===== config.mk =====
export PLATFORM = sky130hd
export DESIGN_NAME = run_checker_cmp
export DESIGN_NICKNAME = d
export VERILOG_FILES = /design/src/rtl/run_checker_cmp.sv
export SDC_FILE = /design/constraint.sdc
export NUM_CORES = 1
export LEC_CHECK = 0
export BUFFER_PORTS_ARGS = -buffer_cell sky130_fd_sc_hd__buf_2
export CELL_PAD_IN_SITES_DETAIL_PLACEMENT = 1
export CELL_PAD_IN_SITES_GLOBAL_PLACEMENT = 1
export CORE_MARGIN = 2
export CORE_UTILIZATION = 28
export CTS_CLUSTER_DIAMETER = 150
export DETAILED_ROUTE_END_ITERATION = 10
export HOLD_SLACK_MARGIN = 0.12
export PLACE_DENSITY = 0.66
export SLEW_MARGIN = 20
export SYNTH_ARGS = -nofsm -noshare
export SYNTH_HDL_FRONTEND = slang
export SYNTH_SLANG_ARGS = --single-unit

===== constraint.sdc =====
create_clock -name clk -period 2.34 [get_ports clk]
set_input_delay 0.234 -clock clk [delete_from_list [all_inputs] [get_ports clk]]
set_output_delay 0.234 -clock clk [all_outputs]
set_load 0.1 [all_outputs]

===== src/rtl/run_checker_cmp.sv =====
// run_checker_cmp: register-versus-expected comparator for the CHECK scan.
//   clk, reset    : clock, asynchronous active-low reset
//   clear         : wipe all results (a new run has been accepted)
//   valid         : idx/got/exp carry a register under test this cycle
//   idx           : register index being compared
//   got, exp      : register-file data and expected data for idx
//   err_count     : number of mismatching registers, saturating at NREGS-1
//   fail_idx/got/exp : details of the first mismatch since clear
//   any_err       : a mismatch is already counted or is being seen right now,
//                   so the top can register pass on the same edge that the
//                   final compare lands in err_count
module run_checker_cmp #(
  parameter int DATA_W = 32,
  parameter int NREGS  = 32
) (
  input  logic                       clk,
  input  logic                       reset,
  input  logic                       clear,
  input  logic                       valid,
  input  logic [$clog2(NREGS)-1:0]   idx,
  input  logic [DATA_W-1:0]          got,
  input  logic [DATA_W-1:0]          exp,
  output logic [$clog2(NREGS)-1:0]   err_count,
  output logic [$clog2(NREGS)-1:0]   fail_idx,
  output logic [DATA_W-1:0]          fail_got,
  output logic [DATA_W-1:0]          fail_exp,
  output logic                       any_err
);

  localparam int IDX_W = $clog2(NREGS);

  function automatic logic [IDX_W-1:0] sat_inc(input logic [IDX_W-1:0] c);
    if (c == IDX_W'(NREGS - 1)) return c;
    return c + IDX_W'(1);
  endfunction

  logic mism;

  always_comb begin
    mism    = valid && (got != exp);
    any_err = (err_count != '0) || mism;
  end

  always_ff @(posedge clk or negedge reset) begin
    if (!reset) begin
      err_count <= '0;
      fail_idx  <= '0;
      fail_got  <= '0;
      fail_exp  <= '0;
    end else if (clear) begin
      err_count <= '0;
      fail_idx  <= '0;
      fail_got  <= '0;
      fail_exp  <= '0;
    end else if (mism) begin
      err_count <= sat_inc(err_count);
      // Only the first mismatch of a run is kept for diagnosis.
      if (err_count == '0) begin
        fail_idx <= idx;
        fail_got <= got;
        fail_exp <= exp;
      end
    end
  end

endmodule


### After elaboration in Yosys (flattened, before gate mapping)

Index checks and enable logic that the tools add are counted.

* flip-flop bits (word level): 74
* bits of input ports: 73
* output and inout bits: 75
* word-level logic and storage cells: 31

* $add $sub $neg: 1
* equality and inequality tests: 3
* mux-type cells: 15
* reduce and logical (&&, ||, !) cells: 8

Operators with widths (number)
* $mux 32: 6
* $ne 32x32->1: 1
* $mux 5: 6
* $add 5x1->5 const B: 1
* $eq 5x5->1 const B: 1
* $logic_not 5->1: 1
* $reduce_bool 5->1: 1
* $reduce_and 2->1: 2
* $reduce_bool 2->1: 2
* $mux 1: 3
* $ne 3x3->1 const B: 1
* $logic_and 1x1->1: 1
* $logic_or 1x1->1: 1

### Longest topological paths before layout

* depth in word-level cells: 7
* depth in mapped cells: 8
* mapped depth without buffers: 7

### Worst setup path before layout

OpenSTA, ideal clock, no wires.

* path kind: register to register
* from: reg err_count[0]
* to: reg fail_got[10]
* library setup time: 0.079 ns
* data arrival time: 2.328 ns
* data required time: 2.261 ns
* setup slack: -0.068 ns
* stages on the path, launching flop included: 9
* buffers on the path: 3
* clock period less this slack: 2.408 ns
* path through: dfrtp_1 inv_1 ha_1 or4b_1 a211oi_1 buf_2 buf_6 buf_6 mux2i_1

* cells in the longest elaborated chain, start to end: 3

RTL lines
* start, declared: RTL line 23 `output logic [$clog2(NREGS)-1:0] err_count,`
* start signal, assigned: RTL line 56 `err_count <= sat_inc(err_count);`
* $logic_not 5->1: RTL line 58 `if (err_count == '0) begin`
* $reduce_bool 2->1 (no line)
* $reduce_and 2->1 (no line)
* end signal, assigned: RTL line 60 `fail_got <= got;`
* end, declared: RTL line 25 `output logic [DATA_W-1:0] fail_got,`

Every way passes these cells.
A chain may end at the register's enable or synchronous reset.

### Final worst setup path

* from: reg err_count[0]
* to: out any_err

* cells in the longest elaborated chain, start to end: 2

RTL lines
* $reduce_bool 5->1: RTL line 41 `any_err = (err_count != '0) || mism;`
* $logic_or 1x1->1: RTL line 41
* end, declared: RTL line 27 `output logic any_err`

Every way passes these cells.

==> metrics <==
Worst VDD drop 0.414 mV; Worst Skew 8.95 ps; Final setup viols 0; top-area cell type share of the netlist area 44.9%; via count of the first global-routing pass 3529; PwrDens 832 nW/um^2; CP max-delay cell or4b_1; HPWL Detailed 8500 um; post-synthesis net count 456; worst hold-check path type input port to register; initial core utilization 28.5%; detailed-route via count 3205; routability cong. 0.766; clk slew on worst S/H paths 60 ps; pre-CTS setup slack 127 ps; max cap viols 0; Avg Inst Size Synth 10.8 um^2; WS Path Type register to primary output; Die H 125 um; Diodes inserted 0; worst-skew pair later-pin latency 340 ps; RSZ-0062 raised after global routing no; slowest stage delay, CP 490 ps; TritonCTS Buffers 9; Synth area leader dfrtp_1; Routed WL per cell 16.3 um; router iterations before antenna repair 4; relative slew slack 63.7%; sw power 1.67 mW; Synth cell types 20; share of layout cells above drive strength 1 33.6%; Crit path arrival time 2040 ps; clk buf depth 2; part of the power in combinational logic 30.6%; Critical Path RT 2110 ps; post-detailed-route count of antenna-violating nets 0; critical path launch point type register; CP top delay family simple AND/OR/NAND/NOR gates; Clk pwr share 37.9%; Syn. warnings 0; number of synthesized register bits 74; first-pass GRT wire length 18900 um; CTS HTree Levels 3; first-iteration detailed-routing DRC count 90; Final period util 97.4%; switching share of power 36.7%; Post-Syn Area 4120 um^2; PnR worst setup slack 61.9 ps; Die W 125 um; vias per cell 4.51; Root Buffer clkbuf_16; layout overhead on the synthesized area 32.6%; power share of the sequential group 31.5%; cell-internal power 2.88 mW; largest cells by area after synthesis dfrtp_1 (45%), nand2b_1 (22%), mux2i_1 (17%), xnor2_1 (6.8%), clkbuf_1 (1.5%); Hold Violations, Final 0; Worst-Margin Slew 544 ps; # IOs 148; CP max FO 5; Fillers 1676; Tmin final 2280 ps; NumNets Final 598; buffer and inverter count on the worst path 2; Total Neg Setup Slack 0 ps; CP Capture Type primary output; initial antenna violation count 0; crit-path cells inv_1 > ha_1 > or4b_1 > or2_2 > buf_6; P_leak 2.69 nW; Total Wirelength 11600 um; final global-route overflow total 0; die area 15700 um^2; Core ar. 14500 um^2; Gate Count Post-Synth 380; # DRC 0; Clock Sinks 74; pins over their slew limit 0; Seq/Total Area, Yosys 44.9%; row count 44; Global Route Usage Sum 15.4%; fmax 0.439 GHz; pin count of the biggest net entering global routing 149; status complete, no violations; I/O Buffers 147; CTS tree done
## layout make-up
class	instances	area (um^2)	share of cell area, %
clock buffer	11	243	4.44
clock inverter	5	125	2.29
sequential	74	1850	33.9
inverter	4	15.0	0.275
timing repair buffer	155	845	15.4
multi-input combinational	278	2150	39.4
tap	184	230	4.21
## logic make-up (layout without fill, tap and decap cells)
family	after synthesis	after routing	synth area share, %
AO/OA/AOI/OAI	5	5	0.728
flip-flops	74	74	44.9
buffers and inverters	28	175	3.10
XOR/XNOR	32	32	6.80
multiplexers	74	74	18.1
AND/OR/NAND/NOR	164	164	25.5
adder cells (fa/ha/maj)	3	3	0.911
## timing repair
| action | CTS | global route |
|---|---|---|
| buffers inserted | 0 | 0 |
| hold endpoints to repair | 38 | 0 |
| setup endpoints to repair | 1 | 0 |
| resized for setup | 2 | 0 |
| hold buffers | 1 | 0 |
## flip-flops by register name (all words and copies together) (netlist names)
register / count
fail_exp: 32
err_count: 5
fail_idx: 5
fail_got: 32
## metal layers
| metal | share of wire [%] | up-vias | routed length, um | global-route usage, % |
|---|---|---|---|---|
| met2 | 47 | 89 | 5480 | 25.6 |
| met1 | 46 | 1581 | 5300 | 19.4 |
| met4 | 1.9 | 0 | 221 | 6.01 |
| li1 | - | 1521 | - | - |
| met3 | 5.0 | 14 | 573 | 3.64 |
| met5 | 0 | - | 0 | 0 |
## metrics by stage
stage                     power, mW  hold WS (ps)  util [%]  std cells  cell area (um^2)
after global routing           4.73           162      37.8        711              5470
after CTS                      4.62           138      37.8        711              5470
final                          4.55           149      37.8        711              5470
after detailed placement       2.86           260      35.1        694              5080
after floorplan                2.52         -61.6         -        380              4120
after global placement         2.84           260      35.1        694              5080
## power groups by stage
stage	clock network, mW	logic [mW]	registers [mW]
after floorplan	0	0.355	2.16
after global placement	0	1.39	1.45
after detailed placement	0	1.40	1.46
after CTS	1.78	1.41	1.43
after global routing	1.82	1.46	1.45
final	1.73	1.39	1.43
## tightest hold or removal path: cells and delay by family
family,cells,cell delay (ps)
and+or+nand+nor,1,50
muxes,1,60
buffers and inverters,1,100
## path summary, 6_finish.rpt
kind | from | endpoint | slack, ps | cells after the start
setup / recovery | err_count[0] | any_err | 60 | 5
hold / removal | idx[3] | fail_idx[3] | 150 | 3
setup reg to reg | err_count[0] | fail_got[4] | 160 | 6
hold reg to reg | fail_exp[3] | fail_exp[3] | 540 | 2
max in group asynchronous | reset | fail_got[10] | 1300 | 3
min in group asynchronous | reset | fail_got[8] | 420 | 2
## cell usage in the layout, fill, tap and decap left out
cell	Yosys	routed
nor2b_1	3	3
mux2_1	1	1
a211oi_4	0	1
buf_4	0	5
clkinv_2	0	1
nand4_1	9	9
clkbuf_1	16	1
or4b_1	1	1
dlygate4sd3_1	0	1
and3_1	1	1
a211oi_1	2	1
clkbuf_16	0	9
a21oi_1	3	3
nor2_1	4	4
inv_1	4	4
mux2i_1	71	71
buf_6	2	1
dfrtp_2	0	2
nand2b_1	143	143
or2_2	1	1
buf_12	0	3
xnor2_1	32	32
nor4_4	2	2
mux2_2	2	2
dfrtp_1	74	72
clkbuf_8	0	1
bufinv_16	0	4
ha_1	3	3
buf_2	6	145
## Yosys cell counts, drive strengths merged
library cell  number
mux2i             71
nand2b           143
or2                1
nor2b              3
and3               1
xnor2             32
nor2               4
ha                 3
or4b               1
dfrtp             74
nor4               2
a211oi             2
nand4              9
clkbuf            16
buf                8
mux2               3
a21oi              3
inv                4
No activity file was read; power rests on OpenSTA's default activity.
